<file path="src/rtl/ddfs_ctrl.sv">
// Push-button front end producing the DDFS control word (mode, mirror, fw, divider range).
// Define DDFS_CTRL_AUTOREPEAT_EN to add hold-to-repeat on btn_up/btn_down.
module ddfs_ctrl #(
   parameter int unsigned DEB_CYCLES = 50000,
   parameter int unsigned REP_DELAY  = 25000000,
   parameter int unsigned REP_PERIOD = 5000000
) (
   input  logic       clk,
   input  logic       rst,
   input  logic       btn_up,
   input  logic       btn_down,
   input  logic       btn_mode,
   input  logic       btn_range,
   output logic       sin,
   output logic       triang,
   output logic       mirror_x,
   output logic       mirror_y,
   output logic [6:0] fw,
   output logic [2:0] freq_cntrl,
   output logic       cfg_valid
);

   localparam int unsigned CW = (DEB_CYCLES > 2) ? $clog2(DEB_CYCLES) : 1;
   localparam logic [CW-1:0] CMax = CW'(DEB_CYCLES - 1);

   typedef enum logic [2:0] {
      StSq, StTri, StSin, StSinFull, StTriFull, StSqFull
   } mode_e;

   // Bit order everywhere: {range, mode, down, up}
   logic [3:0]         btn_raw;
   logic [3:0]         sync_q, s_q, d_q, d_dly_q, p_q;
   logic [3:0][CW-1:0] cnt_q;
   logic               step_up, step_down;
   mode_e              mode_q, mode_nxt;
   logic [13:0]        cfg_bundle, cfg_prev_q;

   assign btn_raw = {btn_range, btn_mode, btn_down, btn_up};

   always_ff @(posedge clk or posedge rst) begin
      if (rst) begin
         sync_q  <= '0;
         s_q     <= '0;
         d_q     <= '0;
         d_dly_q <= '0;
         p_q     <= '0;
         cnt_q   <= '0;
      end else begin
         sync_q  <= btn_raw;
         s_q     <= sync_q;
         d_dly_q <= d_q;
         p_q     <= d_q & ~d_dly_q;
         for (int i = 0; i < 4; i++) begin
            if (s_q[i] == d_q[i]) begin
               cnt_q[i] <= '0;
            end else if (cnt_q[i] == CMax) begin
               d_q[i]   <= s_q[i];
               cnt_q[i] <= '0;
            end else begin
               cnt_q[i] <= cnt_q[i] + 1'b1;
            end
         end
      end
   end

`ifdef DDFS_CTRL_AUTOREPEAT_EN
   localparam int unsigned RMax = (REP_DELAY > REP_PERIOD) ? REP_DELAY : REP_PERIOD;
   localparam int unsigned RW   = $clog2(RMax + 1);

   logic [RW-1:0] hold_q;
   logic          phase_q, rep_up_q, rep_down_q, holding;

   // Exactly one of up/down held; holding both suppresses repeat.
   assign holding = d_q[0] ^ d_q[1];

   always_ff @(posedge clk or posedge rst) begin
      if (rst) begin
         hold_q     <= '0;
         phase_q    <= 1'b0;
         rep_up_q   <= 1'b0;
         rep_down_q <= 1'b0;
      end else begin
         rep_up_q   <= 1'b0;
         rep_down_q <= 1'b0;
         if (!holding) begin
            hold_q  <= '0;
            phase_q <= 1'b0;
         end else if (hold_q == (phase_q ? RW'(REP_PERIOD) : RW'(REP_DELAY))) begin
            hold_q     <= RW'(1);
            phase_q    <= 1'b1;
            rep_up_q   <= d_q[0];
            rep_down_q <= d_q[1];
         end else begin
            hold_q <= hold_q + 1'b1;
         end
      end
   end

   assign step_up   = p_q[0] | rep_up_q;
   assign step_down = p_q[1] | rep_down_q;
`else
   assign step_up   = p_q[0];
   assign step_down = p_q[1];
`endif

   always_comb begin
      mode_nxt = StSq;
      case (mode_q)
         StSq:      mode_nxt = p_q[2] ? StTri     : StSq;
         StTri:     mode_nxt = p_q[2] ? StSin     : StTri;
         StSin:     mode_nxt = p_q[2] ? StSinFull : StSin;
         StSinFull: mode_nxt = p_q[2] ? StTriFull : StSinFull;
         StTriFull: mode_nxt = p_q[2] ? StSqFull  : StTriFull;
         StSqFull:  mode_nxt = p_q[2] ? StSq      : StSqFull;
         default:   mode_nxt = StSq;
      endcase
   end

   function automatic logic [3:0] mode_bits(input mode_e m);
      case (m)
         StTri:     mode_bits = 4'b0100;
         StSin:     mode_bits = 4'b1000;
         StSinFull: mode_bits = 4'b1011;
         StTriFull: mode_bits = 4'b0111;
         StSqFull:  mode_bits = 4'b0010;
         default:   mode_bits = 4'b0000;
      endcase
   endfunction

   assign cfg_bundle = {sin, triang, mirror_x, mirror_y, fw, freq_cntrl};

   always_ff @(posedge clk or posedge rst) begin
      if (rst) begin
         mode_q                             <= StSq;
         {sin, triang, mirror_x, mirror_y}  <= 4'b0000;
         fw                                 <= 7'd0;
         freq_cntrl                         <= 3'd0;
         cfg_prev_q                         <= '0;
         cfg_valid                          <= 1'b0;
      end else begin
         mode_q                            <= mode_nxt;
         {sin, triang, mirror_x, mirror_y} <= mode_bits(mode_nxt);
         if (step_up && !step_down && fw != 7'd127) begin
            fw <= fw + 7'd1;
         end else if (step_down && !step_up && fw != 7'd0) begin
            fw <= fw - 7'd1;
         end
         if (p_q[3]) begin
            freq_cntrl <= freq_cntrl + 3'd1;
         end
         // Pulse only when the registered control word really moved.
         cfg_prev_q <= cfg_bundle;
         cfg_valid  <= (cfg_bundle != cfg_prev_q);
      end
   end

endmodule

</file>
<file path="config.mk">
export PLATFORM = sky130hd
export DESIGN_NAME = ddfs_ctrl
export DESIGN_NICKNAME = d
export VERILOG_FILES = /design/src/rtl/ddfs_ctrl.sv
export SDC_FILE = /design/constraint.sdc
export NUM_CORES = 1
export LEC_CHECK = 0
export BUFFER_PORTS_ARGS = -buffer_cell sky130_fd_sc_hd__buf_2
export CAP_MARGIN = 10
export CELL_PAD_IN_SITES_DETAIL_PLACEMENT = 1
export CELL_PAD_IN_SITES_GLOBAL_PLACEMENT = 1
export CORE_MARGIN = 1.5
export CORE_UTILIZATION = 46
export DETAILED_ROUTE_END_ITERATION = 8
export HOLD_SLACK_MARGIN = 0.06
export PLACE_DENSITY = 0.84
export SKIP_LAST_GASP = 1
export SLEW_MARGIN = 20
export SYNTH_ARGS = -nofsm -noshare
export SYNTH_HDL_FRONTEND = slang
export SYNTH_SLANG_ARGS = --single-unit
export TNS_END_PERCENT = 10
</file>
<file path="constraint.sdc">
create_clock -name clk -period 12.55 [get_ports clk]
set_clock_uncertainty 0.1 [all_clocks]
set_input_delay 2.51 -clock clk [delete_from_list [all_inputs] [get_ports clk]]
set_output_delay 2.51 -clock clk [all_outputs]
set_load 0.005 [all_outputs]
</file>
After elaboration in Yosys (flattened, before gate mapping)
Cells that the tools add are included.
- flip-flop bits (word level): 116
- latch bits: 0
- bits in writable memories: 0
- memory bits (read-only): 0
- bits of input ports: 6
- logic and storage cells: 85
- memories: 0
- $add $sub $neg: 7
- $mul: 0
- divide/modulo/power cells: 0
- $lt $le $gt $ge: 0
- equal/unequal tests: 20
- shift operators: 0
- mux-type cells: 18
- bitwise gates (word level): 6
- reductions and logical operators: 13
- operators by type and width (kind ; count):
    $mux W16 ; 8
    $add A16 B1 Y16 const B ; 4
    $eq A16 B16 Y1 const B ; 4
    $pmux W4 S5 ; 1
    $pmux W3 S6 ; 1
    $mux W7 ; 2
    $ne A14 B14 Y1 ; 1
    $eq A3 B2 Y1 const B ; 4
    $eq A3 B3 Y1 const B ; 4
    $reduce_and A2 Y1 ; 4
    $add A7 B1 Y7 const B ; 1
    $ne A7 B7 Y1 const B ; 1
    $reduce_bool A7 Y1 ; 1
    $sub A7 B1 Y7 const B ; 1
    $eq A3 B1 Y1 const B ; 2
    $mux W3 ; 2
    $and A4 B4 Y4 ; 1
    $eq A1 B1 Y1 ; 4
    $logic_and A1 B1 Y1 ; 4
    $not A1 Y1 ; 4
    $not A4 Y4 ; 1
    $add A3 B1 Y3 const B ; 1
    $logic_not A3 Y1 ; 1
    $mux W1 ; 3
    other kinds (3) ; 4

Longest topological paths before layout
Gate-level depths: netlist of run 1.
- depth after elaboration: 5
- mapped depth: 8

Worst setup path after synthesis of run 1
OpenSTA, ideal clock, no wires.
- path kind: flip-flop to output port
- from: reg fw[1]
- to: out fw[1]
- arrival: 0.454 ns
- data required time: 9.940 ns
- path slack: 9.486 ns
- cell stages (with the launch flop): 1
- path buffers: 0
- cell sequence: dfrtp_1
- RTL lines (element ; line ; text):
    start: declaration ; 18 ; output logic [6:0] fw,
    start signal: assignment ; 144 ; fw <= fw + 7'd1;
    start signal: assignment ; 146 ; fw <= fw - 7'd1;
No word-level cell between the ends.

Final worst setup path of run 1
- from: reg fw[0]
- to: out fw[0]
No word-level cell between the ends.

==> impl_metrics.py, run 1 <==
metrics = {
    "synthesis": {
        "synth-compound-area-share_pct": 4.76,
        "synth-xor-area-share_pct": 11.7,
        "netlist_area_um2": 5250,
        "async_reset_ff_share_pct": 100,
        "syn-num-nets": 488,
        "yosysMostFrequentCell": "dfrtp_1",
        "synth_edf_count": 0,
        "yosysSeqAreaShare_pct": 55.3,
        "ys_ff_latch": 116,
        "synth.largest_area_cell": "dfrtp_1",
        "synth_top_family_by_area": "simple AND/OR/NAND/NOR gates",
        "synth_fa_ha_area_share_pct": 2.76,
        "yosysUniqueCellTypes": 45,
        "synth_ff_type": "dfrtp_1",
        "yosys.area_share.simple_pct": 22.1,
        "synth_common_cells": "dfrtp_1, nor2_1, xnor2_1",
        "synth.top_cell.area_share_pct": 55.3,
        "synth_mux_area_share_pct": 2.36,
        "syn_inst": 471,
        "synthTopCellsByArea": "dfrtp_1, xnor2_1, xor2_1",
        "ys_warn_count": 0,
        "syn_area_per_cell_um2": 11.2,
    },
    "global_routing": {
        "grt_pass1_wl_um": 21100,
        "grt_util_all_layers_pct": 23.5,
        "overflow": 0,
        "antenna_found_initial": 0,
        "grt_max_degree": 69,
        "grt_pass1_vias": 4238,
    },
    "routing": {
        "vias": 3721,
        "vias_per_cell": 5.66,
        "remaining_drc_errors": 0,
        "ant_nets": 0,
        "wl_per_cell_um": 18.9,
        "dr.pass1.iters": 4,
        "drt_iter0_drc": 258,
        "drt_wl_total_um": 12500,
    },
    "die": {
        "die_h_um": 110,
        "rows": 38,
        "pin_count": 21,
        "start_util_pct": 47.8,
        "die_area_um2": 12100,
        "dieWidth_um": 110,
        "core_um2": 11000,
    },
    "place": {
        "place_inst": 626,
        "gp_congestion": 0.800,
        "portBuffers": 20,
        "dp_hpwl_um": 7920,
    },
    "power_and_ir_drop": {
        "total_power_uw": 908,
        "powerDensity_nw_per_um2": 148,
        "peakVddDrop_mv": 0.0780,
        "leakage_nw": 2.80,
    },
    "final_layout": {
        "drive_above_1_share_pct": 15.8,
        "nets": 522,
        "syn_to_final_growth_pct": 16.7,
        "final_cells": 658,
        "antenna_cells": 0,
    },
    "timing": {
        "final.min_clock_period_ps": 3760,
        "finalSetupViolations": 0,
        "worst_slew_pin_slew_ps": 1000,
        "rsz0062_at_grt": "no",
        "clock.fmax_mhz": 266,
        "finalCritPeriodShare_pct": 29.9,
        "tns_ps": 0,
        "final_hold_viol_count": 0,
        "whs_ps": 249,
        "relSlewSlack_pct": 32.6,
        "drv_slew": 0,
    },
    "setup_path": {
        "crit_path_end": "fw[0]",
        "critPathSlowestCell": "dfrtp_1",
        "crit_chain": "buf_2",
        "crit_required_ps": 9940,
        "cp-end-kind": "output port",
        "worst-path-buf-inv": 1,
        "critPathArrivalTime_ps": 1150,
        "crit_type": "flop to output port",
        "critPathLaunchType": "flop",
        "r2r_cells": 7,
        "r2r_slack_ps": 9380,
        "max_stage_delay_ps": 540,
        "cp.depth": 1,
        "worst-path-max-fanout": 9,
        "critPathLaunch": "fw[0]$_DFFE_PP0P_",
        "critPathTopFamily": "flip-flops",
        "regToRegEndpoint": "fw[5]$_DFFE_PP0P_",
        "reg2reg_from": "fw[0]$_DFFE_PP0P_",
    },
    "cts": {
        "post_cts_resized": 0,
        "ctsHoldBuffers": 0,
        "cts_max_level": 4,
        "clk_path_buf_depth": 2,
        "cts.sinks": 116,
        "cts_tree": "done",
        "cts_made_buffers": 17,
        "clk_latency_ps": 420,
        "post_cts_buffers": 0,
        "cts_root_buffer": "clkbuf_16",
        "clkSlewWorstSetupHoldPaths_ps": 50,
    },
    "worst_hold_path": {
        "hold_path.class": "flop to flop",
    },
    "flow_run": {
        "cap_violations": 0,
    },
    "run_status": {
        "outcome": "finished, final reports clean",
    },
}
## layout by cell type (no fill, tap or decap), drive strengths merged, types with 12 or more instances in the layout
master and count:
and3 13, nand4 19, o21ai 15, nor4 12, xor2 31, dfrtp 116, nand2 26, xnor2 39
buf 21, nand3 24, nor2 56, a21oi 15, clkbuf 22
## layout make-up
type,instances,area [µm²]
inverter,9,36.3
clock inverter,10,154
tap,140,175
multi-input combinational,340,2290
clock buffer,22,464
sequential,116,2900
fill,1154,4850
timing repair buffer,21,108
## through the flow
step           utilization [%]  instance area, µm²  setup WS, ps
2_1_floorplan                -                5250          6870
3_3_place_gp              50.2                5510          8530
3_5_place_dp              50.2                5510          8490
4_1_cts                   55.8                6130          8770
5_1_grt                   55.8                6130          8730
6_report                  55.8                6130          8790
## worst min-delay path by stage
stage / from / to / slack, ps / depth (start not counted)
after floorplan: sync_q[0]$_DFF_PP0_ / s_q[0]$_DFF_PP0_ / 230 / 0
after global placement: sync_q[2]$_DFF_PP0_ / s_q[2]$_DFF_PP0_ / 230 / 0
after detailed placement: sync_q[1]$_DFF_PP0_ / s_q[1]$_DFF_PP0_ / 240 / 0
after CTS: sync_q[3]$_DFF_PP0_ / s_q[3]$_DFF_PP0_ / 250 / 0
after global routing: sync_q[2]$_DFF_PP0_ / s_q[2]$_DFF_PP0_ / 270 / 0
final: sync_q[3]$_DFF_PP0_ / s_q[3]$_DFF_PP0_ / 250 / 0
## where the power goes
part           internal (mW)  switching [mW]
Clock                  0.341           0.166
Sequential             0.379         0.00491
Combinational        0.00427          0.0133
Total                  0.724           0.184
## flip-flops by register name, summed over array words and instances (netlist names), 4 cells and up
register,flops
fw,7
d_q,4
p_q,4
s_q,4
sync_q,4
cnt_q,64
d_dly_q,4
cfg_prev_q,14
## routing by layer
layer / share of wire (%) / wire length (µm) / global-route usage, % / vias up
li1: - / - / - / 1728
met5: 0 / 0 / 0 / -
met4: 1.5 / 193 / 10.0 / 0
met2: 53 / 6590 / 40.7 / 52
met3: 3.0 / 374 / 6.76 / 17
met1: 43 / 5300 / 27.2 / 1924
## kinds of logic (layout without fill, tap and decap cells)
| kind of cell | count (synthesis) | count (layout) |
|---|---|---|
| AO/OA/AOI/OAI | 43 | 43 |
| multiplexers | 11 | 11 |
| adder cells (fa/ha/maj) | 11 | 11 |
| buffers and inverters | 15 | 62 |
| XOR/XNOR | 70 | 70 |
| AND/OR/NAND/NOR | 205 | 205 |
| flip-flops | 116 | 116 |
(Power assumes the default switching activity.)
==> inputs of run 2 (changes only) <==
- ABC_AREA: not set -> 1
- PLACE_DENSITY: 0.84 -> 0.88
- clock period: 12.55 -> 3.8 ns (I/O delays scaled with it)
==> impl_metrics.py, run 2 <==
metrics = {
    "final_layout": {
        "design_area_um2": 6700,
        "regMostFlops": "cnt_q",
        "nets": 741,
        "fill_cells": 1453,
        "syn_to_final_growth_pct": 16.6,
        "drive_above_1_share_pct": 16.0,
        "layout.cells.most_common_list": "nand2_1, nor2_1, dfrtp_1, inv_1, nand3_1",
        "multi_input_area_um2": 2490,
        "seq_area_um2": 2900,
        "antenna_cells": 0,
        "top_regs": "cnt_q (64), cfg_prev_q (14), fw (7)",
        "layout.cells.most_common": "nand2_1",
        "largest_reg_flops": 64,
    },
    "routing": {
        "vias_per_cell": 5.15,
        "wl_per_cell_um": 16.3,
        "ant_nets": 0,
        "dr.pass1.iters": 4,
        "drt_iter0_drc": 224,
        "remaining_drc_errors": 0,
        "drt_wl_total_um": 14700,
        "vias": 4657,
    },
    "timing": {
        "fin_ws_ps": 1370,
        "drv_slew": 0,
        "tns_ps": 0,
        "final_hold_viol_count": 0,
        "finalSetupViolations": 0,
        "finalCritPeriodShare_pct": 63.9,
        "relSlewSlack_pct": 44.4,
        "final.min_clock_period_ps": 2430,
        "rsz0062_at_grt": "no",
        "clock.fmax_mhz": 412,
        "worst_slew_pin_slew_ps": 828,
    },
    "die": {
        "die_area_um2": 13200,
        "core_um2": 12100,
        "die_h_um": 115,
        "pin_count": 21,
        "start_util_pct": 47.4,
        "dieWidth_um": 115,
        "rows": 40,
    },
    "power_and_ir_drop": {
        "peakVddDrop_mv": 0.299,
        "leakage_nw": 3.19,
        "powerDensity_nw_per_um2": 457,
    },
    "synthesis": {
        "syn-num-nets": 701,
        "syn_inst": 684,
        "synth_ff_type": "dfrtp_1",
        "synth_edf_count": 0,
        "ys_ff_latch": 116,
        "ys_warn_count": 0,
        "synth.top_cell.area_share_pct": 50.5,
        "yosysSeqAreaShare_pct": 50.5,
        "synth_common_cells": "nand2_1, nor2_1, dfrtp_1",
        "yosysUniqueCellTypes": 32,
        "synth.largest_area_cell": "dfrtp_1",
        "synthTopCellsByArea": "dfrtp_1, nand2_1, nor2_1",
        "netlist_area_um2": 5750,
        "syn_area_per_cell_um2": 8.40,
        "async_reset_ff_share_pct": 100,
        "yosysMostFrequentCell": "nand2_1",
    },
    "global_routing": {
        "grt_util_all_layers_pct": 25.2,
        "overflow": 0,
        "grt_max_degree": 63,
        "grt_pass1_wl_um": 25500,
        "grt_pass1_vias": 5266,
        "antenna_found_initial": 0,
    },
    "cts": {
        "post_cts_resized": 0,
        "cts_max_level": 4,
        "clk_path_buf_depth": 2,
        "clk_latency_ps": 430,
        "ctsHoldBuffers": 0,
        "cts.sinks": 116,
        "clkSlewWorstSetupHoldPaths_ps": 50,
        "cts_made_buffers": 17,
        "post_cts_buffers": 0,
        "cts_root_buffer": "clkbuf_16",
        "cts_tree": "done",
    },
    "place": {
        "gp_congestion": 0.786,
        "dp_slack_ps": 1520,
        "portBuffers": 20,
        "dp_hpwl_um": 10100,
        "dpl_cell_area_um2": 6080,
    },
    "setup_path": {
        "critPathLaunchType": "flop",
        "worst-path-max-fanout": 10,
        "critPathArrivalTime_ps": 2620,
        "crit_required_ps": 4000,
        "cp-end-kind": "flop",
        "crit_type": "flop to flop",
        "r2r_cells": 11,
    },
    "worst_hold_path": {
        "min_path_cells": 0,
        "hold_path.class": "flop to flop",
    },
    "flow_run": {
        "cap_violations": 0,
    },
    "run_status": {
        "outcome": "finished, final reports clean",
    },
}
==> run 2: changes by cell type after synthesis, moves of 15 or more <==
cell	previous run	this run
nor2_1	56	121
xnor2_1	39	12
nand3_1	18	37
a21oi_1	15	30
nand2_2	0	16
inv_1	9	84
nand2_1	26	130
==> run 2: layout make-up <==
cell class / count / share of cell area, %
Sequential cell: 116 / 43.3
Timing Repair Buffer: 22 / 1.90
Clock inverter: 10 / 2.30
Inverter: 92 / 5.25
Clock buffer: 22 / 6.93
Tap cell: 168 / 3.14
Multi-Input combinational cell: 475 / 37.2
==> run 2: power breakdown <==
part,internal (mW),switching [mW]
sequential,1.25,0.0142
combinational,0.0213,0.0610
clock,1.13,0.588
total,2.40,0.663
==> run 2: path summary, 6_finish.rpt <==
kind	from	to	slack [ps]
min	sync_q[2]$_DFF_PP0_	s_q[2]$_DFF_PP0_	250
max	fw[0]$_DFFE_PP0P_	fw[4]$_DFFE_PP0P_	1370
max in group asynchronous	rst	cfg_prev_q[11]$_DFF_PP0_	2480
min reg2reg	sync_q[2]$_DFF_PP0_	s_q[2]$_DFF_PP0_	250
min in group asynchronous	rst	cnt_q[41]$_DFF_PP0_	340
max reg2reg	fw[0]$_DFFE_PP0P_	fw[4]$_DFFE_PP0P_	1370
==> run 2: routing by layer <==
metal / share of wire (%) / track usage (%)
met4: 2.3 / 9.22
met1: 41 / 28.5
met2: 54 / 46.0
met5: 0 / 0
met3: 3.4 / 6.54
==> run 2: critical path, stage by stage (launching register included) <==
cell and delay [ps]:
dfrtp_1 550, nand2_1 100, nor2_1 130, nand2_1 90
nand3_2 170, ha_1 310, nand2_1 120, inv_1 70
a21oi_1 190, nor2_1 70, o21ai_0 270, nand2_1 110
==> run 2: per-stage QoR <==
stage	std cells	power [mW]	hold slack [ps]	utilization, %
finish	905	3.06	253	55.3
global route	905	3.13	260	55.3
CTS	905	3.08	257	55.3
detailed placement	873	1.37	245	50.2
global placement	873	1.36	233	50.2
floorplan	684	1.34	231	-
==> run 2: cell families (layout without fill, tap and decap cells) <==
family | Yosys count | in the layout | synth area share [%]
simple gates | 384 | 384 | 31.4
flops | 116 | 116 | 50.5
buf+inv | 93 | 146 | 6.14
compound gates | 46 | 46 | 4.16
xor+xnor | 33 | 33 | 5.03
fa+ha+maj | 11 | 11 | 2.53
mux | 1 | 1 | 0.196
==> inputs of run 3 (changes only) <==
- CORE_UTILIZATION: 46 -> 43
- PLACE_DENSITY: 0.88 -> 0.86
- clock period: 3.8 -> 2.2 ns (I/O delays scaled with it)
==> impl_metrics.py, run 3 (synthesis results as in run 2) <==
metrics = {
    "worst_hold_path": {
        "hold_path.class": "flop to flop",
    },
    "timing": {
        "rsz0062_at_grt": "yes",
        "final.min_clock_period_ps": 2090,
        "final_hold_viol_count": 0,
        "worst_slew_pin_slew_ps": 623,
        "relSlewSlack_pct": 58.4,
        "clock.fmax_mhz": 479,
        "finalSetupViolations": 0,
        "tns_ps": 0,
        "drv_slew": 0,
        "fin_ws_ps": 112,
        "finalCritPeriodShare_pct": 94.9,
    },
    "power_and_ir_drop": {
        "leakage_nw": 3.26,
        "peakVddDrop_mv": 0.556,
        "powerDensity_nw_per_um2": 777,
    },
    "routing": {
        "dr.pass1.iters": 4,
        "drt_iter0_drc": 257,
        "ant_nets": 0,
        "remaining_drc_errors": 0,
        "vias": 4711,
        "vias_per_cell": 5.09,
        "wl_per_cell_um": 16.1,
        "drt_wl_total_um": 14900,
    },
    "cts": {
        "cts.sinks": 116,
        "cts_root_buffer": "clkbuf_16",
        "cts_tree": "done",
        "cts_max_level": 4,
        "clk_path_buf_depth": 2,
        "clk_latency_ps": 420,
        "clkSlewWorstSetupHoldPaths_ps": 50,
        "post_cts_buffers": 0,
        "cts_made_buffers": 17,
    },
    "final_layout": {
        "fill_cells": 1584,
        "syn_to_final_growth_pct": 20.1,
        "largest_reg_flops": 64,
        "regMostFlops": "cnt_q",
        "multi_input_area_um2": 2540,
        "antenna_cells": 0,
        "drive_above_1_share_pct": 17.4,
        "layout.cells.most_common": "nand2_1",
        "seq_area_um2": 2900,
        "layout.cells.most_common_list": "nand2_1, nor2_1, dfrtp_1, inv_1, nand3_1",
        "nets": 753,
        "top_regs": "cnt_q (64), cfg_prev_q (14), fw (7)",
    },
    "die": {
        "dieWidth_um": 119,
        "start_util_pct": 43.7,
        "die_area_um2": 14100,
        "core_um2": 13100,
        "die_h_um": 119,
        "pin_count": 21,
        "rows": 42,
    },
    "flow_run": {
        "cap_violations": 0,
    },
    "place": {
        "dp_slack_ps": 40.1,
        "dp_hpwl_um": 10000,
        "gp_congestion": 0.842,
        "portBuffers": 20,
    },
    "setup_path": {
        "critPathLaunchType": "flop",
        "critPathTopFamily": "simple AND/OR/NAND/NOR gates",
        "crit_path_frequent_cell": "nand2_1",
        "critPathArrivalTime_ps": 2290,
        "critPathSlowestCell": "dfrtp_2",
        "worst-path-max-fanout": 8,
        "crit_chain": "nand2_1 -> nor2_1 -> nand2_1 -> nand3_4 -> ha_4 -> nand2_1 -> inv_1 -> a21oi_1 -> and2_1 -> o21ai_0 -> nand2_1",
        "crit_type": "flop to flop",
        "crit_required_ps": 2410,
        "cp-end-kind": "flop",
        "worst-path-buf-inv": 1,
        "max_stage_delay_ps": 460,
    },
    "global_routing": {
        "grt_util_all_layers_pct": 23.2,
        "grt_pass1_vias": 5261,
        "grt_max_degree": 54,
        "overflow": 0,
        "grt_pass1_wl_um": 25500,
        "antenna_found_initial": 0,
    },
    "run_status": {
        "outcome": "finished, final reports clean",
    },
}
run 3: area by class of cell:
type,count,area share (%)
clock inverters,10,2.58
well taps,176,3.19
flip-flops and latches,116,42.1
clock buffers,22,6.73
repair buffers,34,3.52
multi-input cells,475,36.8
inverters,92,5.10
run 3: path summary, 6_finish.rpt:
path | start | slack (ps) | endpoint | cells past startpoint
worst max-delay path | fw[2]$_DFFE_PP0P_ | 110 | fw[4]$_DFFE_PP0P_ | 11
worst min register to register | sync_q[3]$_DFF_PP0_ | 250 | s_q[3]$_DFF_PP0_ | 0
max in group asynchronous | rst | 760 | fw[2]$_DFFE_PP0P_ | 4
worst max register to register | fw[2]$_DFFE_PP0P_ | 110 | fw[4]$_DFFE_PP0P_ | 11
worst min-delay path | sync_q[3]$_DFF_PP0_ | 250 | s_q[3]$_DFF_PP0_ | 0
min in group asynchronous | rst | 560 | cnt_q[61]$_DFF_PP0_ | 3
run 3: report_power, final:
group | total, mW | internal [mW] | switching, mW
sequential | 2.18 | 2.16 | 0.0218
clock | 3.03 | 2.06 | 0.969
combinational | 0.150 | 0.0467 | 0.104
run 3: stage by stage:
stage	cells	total power [mW]	hold WS [ps]	util [%]	area, µm²
floorplan	684	2.31	231	-	5750
global placement	888	2.35	235	46.9	6160
global route	925	5.53	262	52.5	6900
CTS	925	5.42	250	52.1	6850
detailed placement	888	2.37	238	46.9	6160
finish	925	5.36	249	52.5	6900
run 3: layer usage:
layer / track usage (%) / up-vias / part of all wire [%]
met4: 9.34 / 0 / 1.9
met3: 6.27 / 26 / 2.6
met2: 43.2 / 68 / 56
met5: 0 / - / 0
met1: 24.7 / 2362 / 40
li1: - / 2255 / -
run 3: repair_timing:
item,CTS,global route
hold buffers,5,0
pin swaps,0,0
gates resized for setup,0,8
setup endpoints to repair,1,4
endpoints found under the hold margin,25,0
